File: config.mk
export PLATFORM = sky130hd
export DESIGN_NAME = reg_mask_sequencer
export DESIGN_NICKNAME = d
export VERILOG_FILES = /design/src/rtl/reg_mask_pkg.sv /design/src/rtl/reg_mask_sequencer_prio_enc32.sv /design/src/rtl/reg_mask_sequencer.sv
export SDC_FILE = /design/constraint.sdc
export NUM_CORES = 1
export LEC_CHECK = 0
export BUFFER_PORTS_ARGS = -buffer_cell sky130_fd_sc_hd__buf_2
export CORE_MARGIN = 3
export CORE_UTILIZATION = 40
export DETAILED_ROUTE_END_ITERATION = 10
export GPL_ROUTABILITY_DRIVEN = 0
export HOLD_SLACK_MARGIN = 0.06
export RECOVER_POWER = 25
export SLEW_MARGIN = 0
export SYNTH_ARGS = -nofsm -noshare
export SYNTH_HDL_FRONTEND = slang
export SYNTH_SLANG_ARGS = --single-unit
File: constraint.sdc
create_clock -name clock -period 3 [get_ports clock]
set_input_delay 0.15 -clock clock [delete_from_list [all_inputs] [get_ports clock]]
set_output_delay 0.15 -clock clock [all_outputs]
set_load 0.02 [all_outputs]
File: src/rtl/reg_mask_pkg.sv
// Shared constants, FSM state type and helpers for the register-mask sequencer.
// Used by the default build and by the REG_MASK_SEQ_DESCEND_EN build.
package reg_mask_pkg;

  localparam int N_REGS = 32;
  localparam int IDX_W  = 5;

  typedef enum logic {
    IDLE = 1'b0,
    EMIT = 1'b1
  } state_t;

  // True when exactly one bit of v is set (clearing the lowest set bit leaves zero).
  function automatic logic is_single(input logic [N_REGS-1:0] v);
    return (v != '0) && ((v & (v - N_REGS'(1))) == '0);
  endfunction

endpackage

File: src/rtl/reg_mask_sequencer_prio_enc32.sv
// Combinational 32-to-5 lowest-set-bit priority encoder with an any-set flag.
module prio_enc32
  import reg_mask_pkg::*;
(
  input  logic [N_REGS-1:0] i_vec,
  output logic [IDX_W-1:0]  o_idx,
  output logic              o_any
);

  // Scanning from the top down leaves the lowest set bit as the final winner.
  always_comb begin
    o_idx = '0;
    for (int i = N_REGS - 1; i >= 0; i--) begin
      if (i_vec[i]) o_idx = IDX_W'(i);
    end
  end

  assign o_any = |i_vec;

endmodule

File: src/rtl/reg_mask_sequencer.sv
// Drains a multi-hot register mask as one register index per cycle over valid/ready.
// Define REG_MASK_SEQ_DESCEND_EN to emit highest register first instead of lowest.
module reg_mask_sequencer
  import reg_mask_pkg::*;
(
  input  logic              clock,
  input  logic              reset,
  input  logic              in_valid,
  output logic              in_ready,
  input  logic [N_REGS-1:0] in_mask,
  output logic              out_valid,
  input  logic              out_ready,
  output logic [IDX_W-1:0]  out_idx,
  output logic              out_last,
  output logic              done,
  output state_t            dbg_state
);

  // Handshake: a transfer happens on a rising edge where valid & ready are both high;
  // the producer holds its payload stable while valid is high and ready is low.

  state_t             r_state, w_next_state;
  logic [N_REGS-1:0]  r_pending, w_next_pending;
  logic               r_done, w_next_done;
  logic [N_REGS-1:0]  w_enc_in;
  logic [IDX_W-1:0]   w_enc_idx;
  logic [IDX_W-1:0]   w_idx;
  logic               w_any;
  logic               w_accept;
  logic               w_hs;

`ifdef REG_MASK_SEQ_DESCEND_EN
  // Highest set bit of pending is the lowest set bit of the reversed vector.
  assign w_enc_in = {<<{r_pending}};
  assign w_idx    = ~w_enc_idx;
`else
  assign w_enc_in = r_pending;
  assign w_idx    = w_enc_idx;
`endif

  prio_enc32 u_prio_enc32 (
    .i_vec (w_enc_in),
    .o_idx (w_enc_idx),
    .o_any (w_any)
  );

  assign in_ready  = (r_state == IDLE) && !reset;
  assign out_valid = (r_state == EMIT) && w_any;
  assign out_idx   = out_valid ? w_idx : '0;
  assign out_last  = out_valid && is_single(r_pending);
  assign done      = r_done;
  assign dbg_state = r_state;

  assign w_accept = in_valid && in_ready;
  assign w_hs     = out_valid && out_ready;

  always_comb begin
    w_next_state   = r_state;
    w_next_pending = r_pending;
    w_next_done    = 1'b0;
    case (r_state)
      IDLE: begin
        if (w_accept) begin
          if (in_mask != '0) begin
            w_next_pending = in_mask;
            w_next_state   = EMIT;
          end else begin
            w_next_done = 1'b1;
          end
        end
      end
      EMIT: begin
        if (w_hs) begin
          w_next_pending = r_pending & ~(N_REGS'(1) << w_idx);
          if (out_last) begin
            w_next_state = IDLE;
            w_next_done  = 1'b1;
          end
        end
      end
      default: w_next_state = IDLE;
    endcase
  end

  always_ff @(posedge clock) begin
    if (reset) begin
      r_state   <= IDLE;
      r_pending <= '0;
      r_done    <= 1'b0;
    end else begin
      r_state   <= w_next_state;
      r_pending <= w_next_pending;
      r_done    <= w_next_done;
    end
  end

endmodule

==> results.md <==
- The flow ran to the end, and the final reports show no timing, DRC or antenna violations.
- The time the final worst path needs with I/O delays and setup is 2.91 ns.
- The count of boundary I/O pins is 46.
- The worst hold path terminates at r_pending[19].
- The height of the die is 84.3 um.
- The half-perimeter wire length of the detailed placement result is 7200 um.
- The power per standard cell area is 563 mW/mm^2.
- The worst-case headroom to the max-slew limit is 0.524.
- For this run, the share of the core covered by cells in the final layout is 0.519.
- The final worst hold slack is 0.0528 ns.
- CTS saw 34 sinks.
- The sum of overflow across all layers after global routing is 0.
- The die outline area is 0.00711 mm^2.
- The final count of hold timing violations is 0.
- Summed over all layers, the routed wires come to 9430 um.
- The sequential-to-total area share from yosys stat is 0.277.
- Synthesis produced a netlist with a net count of 381.
- The startpoint identified for the worst hold timing path is in_mask[19].
- The count of nets left with antenna violations once routing finished came out at 0.
- The fraction of synthesis flops using an asynchronous set or reset pin is 0.
- The average wire length per cell after detail routing is 20.2 um.
- In this run the power spent charging and discharging nets is 626 uW.
- The startpoint identified for the worst register-to-register timing path is r_pending[13].
- The initial antenna violation count is 0.
- Of the total power, the clock network draws 0.322.
- The initial utilization of the core area, before any placement, comes to 0.430.
- The first detailed-routing pass took 5 iterations.
- The internal power is 1.04 mW.
- The global router's overall resource usage is 0.258.
- The worst setup path is launched from a flop.
- The pre-CTS worst setup slack is 0.416 ns.
- Entering global routing, the biggest net connects 29 pins.
- The global-route wire length before repair is 14500 um.
- By startpoint and endpoint, the worst setup path is classified as reg2out.
- In this run, CTS created clock tree buffers numbering 5.
- The number of inserted diodes is 0.
- The max-cap check violation count is 0.
- Of the cells placed in the final design, the portion with a size suffix greater than 1 is 0.205.
- The biggest fanout along the worst timing path is 10.
- The finished layout holds 467 standard cells, fillers aside.
- In the final timing run, aggregate negative setup slack is 0 ns.
- For the worst setup path, the data required time is 2.85 ns.
- The via count normalized by instance count is 6.55.
- The post-synthesis instance total is 345.
- The number of synthesized flops with an enable pin is 0.
- For the worst flop-to-flop path, the logic depth is 8.
- The area growth from synthesis to layout is 20.7%.
- The worst setup slack after layout is 0.0901 ns.
- The peak supply drop is 276 uV.
- Setup violations remaining at the end of the flow were counted as 0.
- The critical path arrival is 2.76 ns.
- The synthesized netlist contains 56 unique library cells.
- For the pin with the worst max-slew slack, the measured transition is 0.714 ns.
- The mean instance size in the synthesized netlist is 7.11 um^2.
- The layout net count is 430.
- The H-tree was split into 2 levels.
- The floorplan core area is 0.00571 mm^2.
- For this block, the initial DRC count from the detailed router was 486.
- Of the total power, registers draw 0.327.
- The number of cell rows is 27.
- The nature of the critical path endpoint is an output port.
- TritonCTS built the clock tree.
- For the final database, setup skew stands at 0.00708 ns.
- The max-slew violation count is 0.
- Of the total power, the share spent switching nets is 0.375.
- The flip-flop cell with the highest count after synthesis is dfxtp_1.
- The worst reg-to-reg setup slack is 0.25 ns.
- The endpoint of the worst register-to-register path is r_pending[6].
- The buffer type at the clock tree root is clkbuf_8.
- The number of global-route vias before repair came to 2660.
- From left edge to right edge, the die measures 84.3 um.
- For this run, the number of Yosys warnings is 0.
- The worst hold path passes through 3 cells.
- After detailed placement, the design holds a cell count of 456.
- No sink is reached through more buffers than the 2 on the longest clock path.
- The cell area that synthesis handed to floorplanning was 0.00245 mm^2.
- The final worst-path cycle share is 0.970.
- Based on the critical path, the design can be clocked at up to 344 MHz.
- In this run the static leakage power is 1.17 nW.
- After clock tree synthesis, the clock-pin slew on the worst setup and hold paths is 0.08 ns.
- The source-to-sink clock delay at the later pin of the worst-skew pair is 0.30 ns.
- Counting flops and latches in the post-synthesis netlist gives 34.
- In the routed design, unresolved DRC markers number 0.
- The via count is 3060.
- The class of the tightest hold or removal check is in2reg.
- The logic gate share of total power is 0.351.
- The count of input and output buffers is 45.
-- cell type report --
cell class / instances / area [um^2]
inverters: 11 / 41.3
well taps: 72 / 90.1
clock inverters: 3 / 68.8
repair buffers: 65 / 369
fillers: 597 / 2750
flip-flops and latches: 34 / 688
clock buffers: 5 / 68.8
multi-input cells: 277 / 1640
-- metal layers --
metal	GRT usage	part of all wire
met4	0.0541	0.014
met1	0.386	0.43
met2	0.387	0.44
met3	0.0442	0.11
met5	0	0
-- stage by stage --
stage	instance area (um^2)	power [mW]
floorplan	2450	0.916
global placement	2790	1.12
detailed placement	2790	1.11
CTS	2950	1.64
global route	2960	1.74
finish	2960	1.67
-- layout by cell type (no fill, tap or decap), types with 4 or more instances in the layout --
cell type and count:
nand2_1 54, buf_2 39, a22oi_1 6, or4_1 5, inv_1 10, a21oi_1 25, clkbuf_8 5, clkbuf_1 7
a2111oi_0 5, or4_4 4, nand4_1 4, mux2i_1 4, a31oi_1 6, o21a_1 5, dfxtp_1 28, o211ai_1 6
nor3_1 12, a311oi_1 4, o21ai_0 29, buf_4 17, dfxtp_2 6, nor2_1 33, nor4_1 18
-- worst max path at each step --
| stage | slack (ns) | cells after the start | to | from |
|---|---|---|---|---|
| after floorplan | 0.38 | 9 | dbg_state | r_pending[0] |
| after global placement | 0.40 | 7 | out_last | r_pending[4] |
| after detailed placement | 0.42 | 7 | out_last | r_pending[4] |
| after CTS | 0.09 | 7 | out_last | r_pending[4] |
| after global routing | -0.006 | 7 | out_last | r_pending[9] |
| final | 0.09 | 6 | out_last | r_pending[4] |
-- synthesized netlist by cell type, drive strengths merged (3+ instances only) --
cell,number,area (um^2)
o2111ai,3,26.3
nor3,13,70.1
or3,3,18.8
clkbuf,18,67.6
o21ai,29,145
a21oi,26,130
nand2,54,203
inv,11,41.3
buf,5,36.3
nand4,4,25.0
dfxtp,34,681
nand3,3,15.0
o211ai,6,45.0
nor4,20,146
o21a,5,37.5
o311ai,4,35.0
a31oi,6,37.5
a41oi,3,26.3
a2111oi,6,58.8
o22ai,3,18.8
a311oi,4,35.0
a22oi,6,45.0
and3,3,18.8
nor2,33,124
mux2i,4,40.0
or4,9,78.8
-- worst max-delay path, stage by stage, from the launching register on --
cell and delay [ns]:
dfxtp_1 0.43, or4_4 0.62, nor4_4 0.44, nand3b_1 0.17, a2111oi_2 0.36, and4bb_1 0.28, buf_4 0.16
-- power by group through the flow --
stage                     clock [mW]  combinational, mW  sequential [mW]
after floorplan                    0              0.398            0.517
after global placement             0              0.566            0.550
after detailed placement           0              0.563            0.550
after CTS                      0.535              0.568            0.539
after global routing           0.556              0.635            0.550
final                          0.537              0.586            0.545
-- sequential cells by signal, summed over array words and instances, names as in the netlist --
register	count
r_pending	32
dbg_state	1
done	1
-- cells by family (layout without fill, tap and decap cells) --
logic type               after synthesis  after routing  share of synthesized area
buffers and inverters                 34             84                     0.0591
AO/OA/AOI/OAI                        120            120                      0.327
AND/OR/NAND/NOR                      151            151                      0.312
flip-flops                            34             34                      0.277
multiplexers                           4              4                     0.0163
adder cells (fa/ha/maj)                2              2                    0.00816
-- what timing repair did --
item / in CTS / in global routing
hold endpoints to repair: 2 / 0
gates resized for setup: 0 / 9
setup endpoints to repair: 0 / 1
hold buffers: 2 / 0
buffers inserted: 0 / 1
Note: power is estimated with default switching activity, not from simulation.
